`src/rtl/jtpopeye_bck_arb_pkg.sv`:
```
// Shared types for the background tile RAM arbiter.
// Holds the arbiter state encoding, the RAM address width and the nibble merge.
package jtpopeye_bck_arb_pkg;

    localparam int AW = 12;

    typedef enum logic [1:0] {
        ST_IDLE = 2'd0,
        ST_VRD  = 2'd1,
        ST_CRD  = 2'd2,
        ST_CWR  = 2'd3
    } bck_st_e;

    // Replace one nibble of a byte read back from RAM.
    function automatic logic [7:0] nib_merge(
        input logic       hi,
        input logic [3:0] nib,
        input logic [7:0] old
    );
        return hi ? {nib, old[3:0]} : {old[7:4], nib};
    endfunction

endpackage

```
`src/rtl/jtpopeye_bck_arb_wbuf.sv`:
```
// One-entry CPU nibble write buffer: accept handshake, full flag, merge data.
// Ports: cpu_* request in, clr_i (write issued), ram_dout_i in; full/addr/din out.
module jtpopeye_bck_arb_wbuf
    import jtpopeye_bck_arb_pkg::*;
(
    input  logic          clk,
    input  logic          rst_n,
    input  logic          cpu_cen_i,
    input  logic          cpu_we_i,
    input  logic [12:0]   cpu_addr_i,
    input  logic [7:0]    cpu_dd_i,
    input  logic          clr_i,
    input  logic [7:0]    ram_dout_i,
    output logic          full_o,
    output logic [AW-1:0] addr_o,
    output logic [7:0]    din_o
);

    logic          full_q, full_d;
    logic [AW-1:0] addr_q;
    logic          hi_q;
    logic [3:0]    nib_q;
    logic          accept;

    assign accept = cpu_we_i & cpu_cen_i & ~full_q;

    always_comb begin
        full_d = full_q;
        if (clr_i) begin
            full_d = 1'b0;
        end else if (accept) begin
            full_d = 1'b1;
        end
    end

    always_ff @(posedge clk or negedge rst_n) begin
        if (!rst_n) begin
            full_q <= 1'b0;
            addr_q <= '0;
            hi_q   <= 1'b0;
            nib_q  <= 4'd0;
        end else begin
            full_q <= full_d;
            if (accept) begin
                addr_q <= cpu_addr_i[AW-1:0];
                hi_q   <= cpu_addr_i[12];
                nib_q  <= cpu_addr_i[12] ? cpu_dd_i[7:4] : cpu_dd_i[3:0];
            end
        end
    end

    assign full_o = full_q;
    assign addr_o = addr_q;
    // ram_dout holds the byte read in CRD while the FSM sits in CWR.
    assign din_o  = nib_merge(hi_q, nib_q, ram_dout_i);

endmodule

```
`src/rtl/jtpopeye_bck_arb.sv`:
```
// Background tile RAM arbiter: video fetches win, CPU nibble writes use RMW.
// Ports: pixel/video request in, CPU write in, RAM port out, bakc_o colour out.
module jtpopeye_bck_arb
    import jtpopeye_bck_arb_pkg::*;
(
    input  logic          clk,
    input  logic          rst_n,
    input  logic          pxl_cen_i,
    input  logic          cpu_cen_i,
    input  logic          cpu_we_i,
    input  logic [12:0]   cpu_addr_i,
    input  logic [7:0]    cpu_dd_i,
    output logic          cpu_wait_o,
    input  logic          vid_req_i,
    input  logic [AW-1:0] vid_addr_i,
    input  logic          vid_nib_i,
    output logic [3:0]    bakc_o,
    output logic [AW-1:0] ram_addr_o,
    output logic [7:0]    ram_din_o,
    output logic          ram_we_o,
    input  logic [7:0]    ram_dout_i
);

    bck_st_e       st_q, st_d;
    logic          vpend_q, vpend_d;
    logic [AW-1:0] vaddr_q;
    logic          vnib_q;
    logic          cap_q, capnib_q;
    logic [3:0]    vdat_q, bakc_q;
    logic          vlatch;
    logic          wfull;
    logic [AW-1:0] waddr;
    logic [7:0]    wdin;

    jtpopeye_bck_arb_wbuf u_wbuf (
        .clk        (clk),
        .rst_n      (rst_n),
        .cpu_cen_i  (cpu_cen_i),
        .cpu_we_i   (cpu_we_i),
        .cpu_addr_i (cpu_addr_i),
        .cpu_dd_i   (cpu_dd_i),
        .clr_i      (st_q == ST_CWR),
        .ram_dout_i (ram_dout_i),
        .full_o     (wfull),
        .addr_o     (waddr),
        .din_o      (wdin)
    );

    assign vlatch = pxl_cen_i & vid_req_i;

    // A request latched this clk counts as pending already, so the fetch
    // starts without an idle clk and lands well before the next pixel.
    always_comb begin
        vpend_d = vpend_q;
        if (vlatch) begin
            vpend_d = 1'b1;
        end else if (st_q == ST_VRD) begin
            vpend_d = 1'b0;
        end
    end

    always_comb begin
        st_d = st_q;
        unique case (st_q)
            ST_CRD: st_d = ST_CWR;
            default: begin
                if (vpend_d) begin
                    st_d = ST_VRD;
                end else if (wfull && st_q != ST_CWR) begin
                    st_d = ST_CRD;
                end else begin
                    st_d = ST_IDLE;
                end
            end
        endcase
    end

    always_comb begin
        ram_addr_o = '0;
        ram_din_o  = 8'd0;
        ram_we_o   = 1'b0;
        unique case (st_q)
            ST_VRD: ram_addr_o = vaddr_q;
            ST_CRD: ram_addr_o = waddr;
            ST_CWR: begin
                ram_addr_o = waddr;
                ram_din_o  = wdin;
                ram_we_o   = 1'b1;
            end
            default: ;
        endcase
    end

    always_ff @(posedge clk or negedge rst_n) begin
        if (!rst_n) begin
            st_q     <= ST_IDLE;
            vpend_q  <= 1'b0;
            vaddr_q  <= '0;
            vnib_q   <= 1'b0;
            cap_q    <= 1'b0;
            capnib_q <= 1'b0;
            vdat_q   <= 4'd0;
            bakc_q   <= 4'd0;
        end else begin
            st_q     <= st_d;
            vpend_q  <= vpend_d;
            cap_q    <= (st_q == ST_VRD);
            capnib_q <= vnib_q;
            if (vlatch) begin
                vaddr_q <= vid_addr_i;
                vnib_q  <= vid_nib_i;
            end
            if (cap_q) begin
                vdat_q <= capnib_q ? ram_dout_i[3:0] : ram_dout_i[7:4];
            end
            if (pxl_cen_i) begin
                bakc_q <= vdat_q;
            end
        end
    end

    assign bakc_o     = bakc_q;
    assign cpu_wait_o = wfull;

endmodule
```
`config.mk`:
```
export PLATFORM = sky130hd
export DESIGN_NAME = jtpopeye_bck_arb
export DESIGN_NICKNAME = d
export VERILOG_FILES = /design/src/rtl/jtpopeye_bck_arb_pkg.sv /design/src/rtl/jtpopeye_bck_arb_wbuf.sv /design/src/rtl/jtpopeye_bck_arb.sv
export SDC_FILE = /design/constraint.sdc
export NUM_CORES = 1
export LEC_CHECK = 0
export CAP_MARGIN = 20
export CELL_PAD_IN_SITES_DETAIL_PLACEMENT = 1
export CELL_PAD_IN_SITES_GLOBAL_PLACEMENT = 2
export CORE_MARGIN = 10
export CORE_UTILIZATION = 25
export CTS_CLUSTER_DIAMETER = 30
export CTS_CLUSTER_SIZE = 10
export DETAILED_ROUTE_END_ITERATION = 8
export PLACE_DENSITY_LB_ADDON = 0.12
export SYNTH_ARGS = -nofsm -noshare
export SYNTH_HDL_FRONTEND = slang
export SYNTH_SLANG_ARGS = --single-unit
```
`constraint.sdc`:
```
create_clock -name clk -period 1.35 [get_ports clk]
set_clock_uncertainty 0.1 [all_clocks]
set_input_delay 0.2025 -clock clk [delete_from_list [all_inputs] [get_ports clk]]
set_output_delay 0.2025 -clock clk [all_outputs]
set_load 0.02 [all_outputs]
```
==> results <==
- The clock transition at the register clock pins on the worst setup and hold paths after CTS is 0.08 ns.
- Counting flops and latches in the post-synthesis netlist gives 44.
- For the finished layout, the period the worst path requires is 1.62 ns.
- The net count of the mapped netlist is 197.
- At the worst endpoint, the required time is around 1.1 ns.
- The number of I/O port buffers is 73.
- The sequential area share after synthesis is 55.8%.
- The width of the chip is approximately 110 um.
- The switching part of the total is 35.8%.
- The antenna diode count is 0.
- STA puts the critical path data arrival time at 1.32 ns.
- The first detailed-routing pass ran for 4 iterations.
- The number of H-tree levels is 2.
- The worst-case IR drop observed on VDD is 1.00 mV.
- The leakage power of the design is 1.42 nW.
- TritonCTS built the clock tree.
- The congestion estimate from routability-driven global placement came to 0.779.
- Leaving out fill and tap cells, the most frequent cell in the layout is sky130_fd_sc_hd__clkdlybuf4s50_1.
- The class of the most critical setup path is reg2out.
- The number of nets in the finished design is 289.
- In the synthesized netlist, the number of instances is between 100 and 150.
- The maximum cell stage delay along the critical path is 0.41 ns.
- Per report_power, the combinational group accounts for 50.8% of the total.
- Across the run, the number of max-cap violations was 0.
- In this run the critical register-to-register path is captured at st_q[0].
- The post-synthesis instance area is 1970 um2.
- The checks that failed: setup timing.
- The detailed placer's ending HPWL is 4.60 mm.
- The internal reg-to-reg setup slack is 0.07 ns.
- The endpoint of the worst hold path is capnib_q.
- The later pin in the worst-skew pair is clocked with a latency of 0.29 ns.
- Global routing used 10.2% of the available tracks.
- The full die area is around 12000 um2.
- For this block, the via count after detailed routing is 1517.
- The startpoint of the worst-slack reg-to-reg timing path is st_q[1].
- The area of the multi-input gates is 830 um2.
- The relative slew slack is 81.5%.
- Of the cells placed in the final design, the portion with a size suffix greater than 1 is 36.4%.
- The worst-path maximum fanout is 7.
- For this design the ratio of total power to cell area is 2130 nW/um2.
- The slew at the pin closest to its max-slew limit is 0.278 ns.
- In the routed design, unresolved DRC markers number 0.
- Setup repair after global routing could not meet its margin everywhere.
- The clock network fraction of design power is between 10% and 20%.
- The internal power of the cells totals 0.00425 W.
- The placeable core area is 7690 um2.
- The worst hold path belongs to the class reg2reg.
- After global routing the overflow that remains totals 0.
- The number of distinct library cells after synthesis is 20.
- The worst hold path passes through 0 cells.
- The maximum number of pins on one net before global-route repair is 45.
- The CTS sink count is 44.
- The maximum root-to-sink buffer count is 2.
- The total of warnings raised by yosys is 0.
- The met3 wirelength from detailed routing is between 300 and 400 um.
- The number of antenna violations at the first check in global routing is 0.
- Timing would allow up to 0.617 GHz.
- The footprint of the flip-flops and latches is ~1100 um2.
- The total CTS buffers is 5.
- The total count of hold-check failures in the final report came to 0.
- The flow ran to the end, but the final reports show violations.
- The top cell types in the final layout, fill and taps aside, are sky130_fd_sc_hd__clkdlybuf4s50_1 (46), sky130_fd_sc_hd__dfrtp_1 (41), sky130_fd_sc_hd__mux2_2 (22), sky130_fd_sc_hd__buf_4 (22), sky130_fd_sc_hd__buf_6 (17).
- Setup violations remaining at the end of the flow were counted as 21.
- The max-slew violation count was 0.
- The layout has 833 filler cells.
- The detail-routed via count per cell is 4.41.
- The count of nets left with antenna violations after detail routing is 0.
- The slack of the critical path is -0.271 ns.
- The global-route wire length before repair is ~9.5 mm.
- The most numerous cell type found on the critical path is sky130_fd_sc_hd__buf_6.
- Once the floorplan was initialized, standard cells occupied 25.7% of the core.
- The number of global-route vias before repair is 1775.
- The net switching component of the power is around 0.0024 W.
- The startpoint class of the critical path is a flip-flop.
- The routed wirelength normalized by instance count is between 15 and 20 um.
- Averaged over all synthesized cells, the footprint is 13.2 um2.
- The startpoint identified for the worst hold timing path is vnib_q.
- The endpoint type of the worst setup path is an output port.
- Once layout is done, the placed cells without fillers occupy 3110 um2.
- The worst register-to-register path has a depth of 4.
- For this block, wires on met1 add up to 2.43 mm.
- The count of standard-cell rows is 32.
- The part of the power in registers is 33.0%.
- Clock tree synthesis selected as its root buffer the cell sky130_fd_sc_hd__clkbuf_8.
- The boundary pin count is 74.
- The count of routing violations after the opening detailed-route iteration is 37.
- The layout-stage area growth over the synthesis result is 57.7%.
- The highest metal layer used by the detailed router is met4.
- The critical path goes through nor2b_4 -> buf_6 -> a22o_1 -> buf_6.
- The cell area reported after detailed placement is between 2000 and 3000 um2.
- The design draws 0.00662 W.
- The slowest library cell on the worst path is sky130_fd_sc_hd__dfrtp_1.
- The detailed-routed wire length on met2 is 3.26 mm.
- Dividing the final minimum period by the clock period gives 120%.
- The final layout contains routed wiring with a total length of 6.07 mm.
- The die is 109 um tall.
-- cells in the mapped netlist (all sizes together) --
cell type  count  area [um2]
nor2b          1        8.76
o21ai          5        25.0
a21oi          6        30.0
nand2          7        33.8
nand3b         1        20.0
nor2          13        48.8
clkbuf         2        7.51
maj3           1        10.0
mux2          30         364
dfrtp         44        1100
mux2i         16         160
buf            7        40.0
inv            3        11.3
a22o          12         105
o211ai         1        7.51
-- area by class of cell --
cell class,count,area share [%]
Inverter,3,0.362
Tap cell,102,4.10
Timing Repair Buffer,94,29.5
Clock buffer,6,2.65
Multi-Input combinational cell,93,26.7
Clock inverter,2,1.25
Sequential cell,44,35.5
-- layer usage --
layer | up-vias | GRT usage [%]
met1 | 764 | 10.9
met5 | - | 0
met4 | 0 | 1.98
li1 | 707 | -
met3 | 2 | 3.60
met2 | 44 | 19.0
-- worst max-delay path: cells and delay by family (launching register included) --
kind | cells | cell delay [ns]
flops | 1 | 0.41
buf+inv | 2 | 0.26
compound gates | 1 | 0.21
simple gates | 1 | 0.14
-- sequential cells by signal (all words and copies together), names as in the netlist --
signal / flops
u_wbuf.addr_o: 12
vaddr_q: 12
bakc_o: 4
u_wbuf.nib_q: 4
vdat_q: 4
st_q: 2
cap_q: 1
capnib_q: 1
u_wbuf.full_o: 1
u_wbuf.hi_q: 1
vnib_q: 1
vpend_q: 1
-- per-stage QoR --
step	instances	worst slack [ns]	util, %	hold slack [ns]	TNS (ns)
detailed placement	331	-0.481	37.9	0.102	-16.62
CTS	344	-0.311	40.4	0.302	-5.25
finish	344	-0.271	40.5	0.292	-4.63
global route	344	-0.336	40.5	0.323	-6.14
global placement	331	-0.463	37.9	0.0936	-15.64
floorplan	149	0.0119	-	-0.193	0
-- how the worst max path moves through the flow --
stage	end	from
after global placement	ram_din_o[2]	ram_dout_i[2]
after CTS	ram_addr_o[1]	st_q[1]
after floorplan	u_wbuf.addr_o[10]	u_wbuf.full_o
after global routing	ram_addr_o[8]	st_q[1]
final	ram_addr_o[2]	st_q[0]
after detailed placement	ram_din_o[6]	ram_dout_i[6]
-- cells by family after synthesis --
group	count (synthesis)	synth area share [%]
mux	46	26.6
compound gates	24	8.50
fa+ha+maj	1	0.507
flops	44	55.8
buf+inv	12	2.98
simple gates	22	5.64
-- repair_timing --
| item | CTS | global route |
|---|---|---|
| hold buffers | 1 | 0 |
| pin swaps | 10 | 2 |
| endpoints found under the hold margin | 44 | 0 |
| resized for setup | 134 | 6 |
| setup endpoints to repair | 31 | 27 |
| setup buffers | 4 | 0 |
-- power by group through the flow --
stage	logic, W	clock network, W	registers (W)
after floorplan	0.00164	0	0.00216
after global placement	0.00309	0	0.00220
after detailed placement	0.00317	0	0.00225
after CTS	0.00341	0.00112	0.00218
after global routing	0.00363	0.00118	0.00227
final	0.00336	0.00107	0.00218
Note: power is estimated with default switching activity, not from simulation.
==> edit 1, RTL diff (same settings) <==
Make the reset (`rst_n`) synchronous in 2 clocked blocks.
--- a/src/rtl/jtpopeye_bck_arb_wbuf.sv
+++ b/src/rtl/jtpopeye_bck_arb_wbuf.sv
@@ -35,3 +35,3 @@
 
-    always_ff @(posedge clk or negedge rst_n) begin
+    always_ff @(posedge clk) begin
         if (!rst_n) begin
--- a/src/rtl/jtpopeye_bck_arb.sv
+++ b/src/rtl/jtpopeye_bck_arb.sv
@@ -93,3 +93,3 @@
 
-    always_ff @(posedge clk or negedge rst_n) begin
+    always_ff @(posedge clk) begin
         if (!rst_n) begin
Behaviour: differs if rst_n is asserted again (counterexample within 4 cycles, from zero or initial values and one cycle with rst_n low); with rst_n held inactive, the same outputs for 10 cycles.
==> edit 1 against the unedited design <==
The run still ends with setup timing left; sequential cell count unchanged; cell area decreased by 1.3%; die area increased by 0.10%; setup slack improved by 0.15 ns; non-clock buffer count decreased by 1; synthesized area increased by 0.13%; routed wire length increased by 3.7%; critical path type unchanged.
Power is not compared: it rests on default switching activity, and its combinational part moved more than twofold at a synthesized area within 25%.
==> edit 1: results <==
set metrics [dict create \
    syn-num-nets 292 \
    setup_slack_ns -0.122 \
    grt_max_degree 30 \
    via_count 1904 \
    tns_ns -2.12 \
    cp_data_arrival_time_ns 1.17 \
    synthTopCellsByCount "nand2_1 (68), dfxtp_1 (44), nand3_1 (26)" \
    worst_path_max_delay_cell "dfxtp_4" \
    synth_cell_types 27 \
    max_stage_delay_ns 0.45 \
    drtIter0Drc 66 \
    seq_area_frac_synth_pct 44.6 \
    grt_usage_pct 10.7 \
    worstHoldStart "rst_n" \
    globalplace.congestion 0.676 \
    synthTopCellsByArea "dfxtp_1 (45%), nand2_1 (13%), mux2i_1 (10%), nand3_1 (6.6%), o21ai_0 (4.3%)" \
    holdPathStages 3 \
    violations "setup timing" \
    relSlewSlack_pct 82.0 \
    wl_mm 6.29 \
    crit_start "u_wbuf.hi_q" \
    ys.flop_type "dfxtp_1" \
    cp_max_fo 9 \
    dp_hpwl_mm 4.83 \
    grt_pass1_wl_mm 10.1 \
    outcome "finished with violations" \
    layout-drive-gt1-share_pct 20.0 \
    setup-violations-final 20 \
    dp_slack_ns -0.458 \
    async_reset_ff_share_pct 0 \
    fin_hold_ws_ns 0.175 \
    rr_worst_depth 5 \
]
[edit 1: cell count changes after synthesis, sizes merged, moves of 3 or more]
| cell | change |
|---|---|
| a22o | -12 |
| mux2 | -30 |
| o21ai | +12 |
| nand3 | +26 |
| dfrtp | -44 |
| nor2 | -3 |
| nand2 | +63 |
| mux2i | +4 |
| o211a | +4 |
| dfxtp | +44 |
| buf | +8 |
| nor2b | +3 |
| a21boi | +14 |
[edit 1: area by class of cell]
cell class	instances	share of cell area (%)
flip-flops and latches	44	29.0
clock buffers	5	2.24
clock inverters	2	1.96
well taps	102	4.15
multi-input cells	179	33.4
inverters	2	0.244
diodes	1	0.0815
repair buffers	93	28.9
[edit 1: cell families (layout without fill, tap and decap cells)]
group	count (synthesis)	in the layout	share of synthesized area (%)
AOI/OAI and AO/OA	42	42	13.6
adders and majority gates	1	1	0.570
other	0	1	0
buffers and inverters	21	102	5.51
and+or+nand+nor	116	116	25.6
muxes	20	20	10.1
DFF	44	44	44.6
[edit 1: through the flow]
step / instance area [sq um] / std cells
detailed placement: 2910 / 419
global route: 3070 / 427
floorplan: 1980 / 244
CTS: 2990 / 426
global placement: 2910 / 419
finish: 3070 / 428
[edit 1: per-layer routing]
| layer | track usage [%] | routed length, microns | part of all wire (%) |
|---|---|---|---|
| met2 | 16.7 | 2790 | 44 |
| met4 | 3.39 | 78 | 1.2 |
| met1 | 12.4 | 2760 | 44 |
| met5 | 0 | 0 | 0 |
| met3 | 5.49 | 663 | 11 |
[edit 1: tightest hold or removal path, delay by kind of cell]
family | cells | cell delay, ns
compound gates | 2 | 0.14
buf+inv | 1 | 0.18
[edit 1: where the power goes]
group          switching, mW  total (mW)  leakage (nW)  internal, mW
combinational          0.215       0.508         0.901         0.293
clock                  0.460        1.19        0.0642         0.729
sequential            0.0567        1.42         0.362          1.36
[edit 1: how the worst max path moves through the flow]
stage | endpoint
final | ram_din_o[3]
after global routing | ram_din_o[0]
after CTS | ram_addr_o[1]
after detailed placement | ram_din_o[3]
after global placement | ram_din_o[3]
after floorplan | ram_addr_o[0]
[edit 1: what timing repair did]
item / CTS / global route
buffers inserted: 0 / 0
pin swaps: 0 / 2
setup endpoints to repair: 26 / 22
resized for setup: 118 / 15
gates cloned: 0 / 1
==> edit 2, RTL diff (same settings) <==
Without the edit above. Set the package constant `AW` to 11 (it was 12).
--- a/src/rtl/jtpopeye_bck_arb_pkg.sv
+++ b/src/rtl/jtpopeye_bck_arb_pkg.sv
@@ -4,3 +4,3 @@
 
-    localparam int AW = 12;
+    localparam int AW = 11;
 
Ports: changed (resized ram_addr_o and vid_addr_i); port bits go from 74 to 72. The function was not compared with the original's and may differ.
==> edit 2 against the unedited design <==
Setup slack worse by 0.0064 ns; non-clock buffer count down 5; critical path type unchanged; total power down 5.7%; final cell count is 3.8% lower; sequential cell count down 2; routed wire length down 4.5%; cell area down 5.0%; global-route usage grew 0.16 points; synthesized cell count is 3.4% lower; synthesized area is 4.9% lower; the flow still finishes with violations (setup timing); largest power group unchanged; largest cell class unchanged; critical path depth unchanged.
==> edit 2: results <==
set metrics [dict create \
    outcome "finished with violations" \
    violations "setup timing" \
    layout-drive-gt1-share_pct 35.8 \
    worstMarginPinSlew_ns 0.279 \
    fin_nets 278 \
    syn-num-nets 191 \
    setup_slack_ns -0.278 \
    wl_mm 5.80 \
    grt_pass1_wl_mm 9.28 \
    cp_max_fo 4 \
    synth_area_per_cell_sq_um 13.0 \
    io_buffers 70 \
    via_count 1453 \
    num-fill-cells 827 \
    grt_usage_pct 10.4 \
    first_pass_iters 6 \
    reg2reg_to "u_wbuf.addr_o[3]" \
    synthTopCellsByCount "dfrtp_1 (42), mux2_2 (21), mux2i_1 (16)" \
    drtIter0Drc 20 \
    seq_area_frac_synth_pct 56.0 \
    reg2reg_slack_ns 0 \
    globalplace.congestion 0.726 \
    power.leakage_nw 1.34 \
    placed_cell_area_sq_um 2780 \
    ir_drop_uv 674 \
    setup-violations-final 24 \
]
==> edit 2: kinds of logic after synthesis <==
| family | after synthesis | share of synthesized area (%) |
|---|---|---|
| AOI/OAI and AO/OA | 23 | 8.47 |
| adders and majority gates | 1 | 0.534 |
| buffers and inverters | 12 | 3.07 |
| DFF | 42 | 56.0 |
| muxes | 44 | 26.8 |
| and+or+nand+nor | 22 | 5.14 |
==> edit 2: area by class of cell <==
cell class | instances | area share, %
well taps | 99 | 4.19
flip-flops and latches | 42 | 35.6
clock inverters | 2 | 1.27
multi-input cells | 90 | 27.0
inverters | 3 | 0.381
clock buffers | 6 | 2.45
repair buffers | 89 | 29.1
==> edit 2: through the flow <==
stage	utilization, %	TNS, ns	worst slack, ns	power, mW
detailed placement	38.1	-14.47	-0.496	5.10
global placement	38.1	-13.98	-0.462	5.00
CTS	40.3	-4.88	-0.279	6.30
finish	40.5	-4.81	-0.278	6.24
floorplan	-	0	0.00218	3.63
global route	40.5	-6.83	-0.366	6.69
==> edit 2: timing repair <==
action / 4_1_cts / 5_1_grt
gates cloned: 1 / 0
gates resized for setup: 127 / 11
setup buffers: 2 / 1
pin swaps: 8 / 3
hold buffers: 1 / 0
setup endpoints to repair: 27 / 39
hold endpoints to repair: 42 / 0
==> edit 2: how the worst min path moves through the flow <==
stage               slack (ns)              end
floorplan                -0.19        bakc_o[0]
global placement          0.09  u_wbuf.nib_q[0]
detailed placement         0.1  u_wbuf.nib_q[0]
CTS                       0.29         capnib_q
global route              0.32         capnib_q
finish                    0.30         capnib_q
==> edit 2: power by group <==
group / internal [mW] / switching (mW)
clock network: 0.552 / 0.431
logic: 1.64 / 1.51
registers: 1.76 / 0.353
total: 3.95 / 2.29
==> edit 2: layer usage <==
metal / share of wire [%] / vias up / global-route usage, %
met4: 1.2 / 0 / 3.19
met1: 44 / 719 / 11.7
li1: - / 681 / -
met3: 5.3 / 5 / 3.59
met5: 0 / - / 0
met2: 50 / 48 / 18.0
==> edit 2: worst max-delay path: cells and delay by family, from the launching register on <==
family,cells,cell delay [ns]
buffers and inverters,2,0.28
AOI/OAI and AO/OA,1,0.20
and+or+nand+nor,1,0.15
DFF,1,0.40
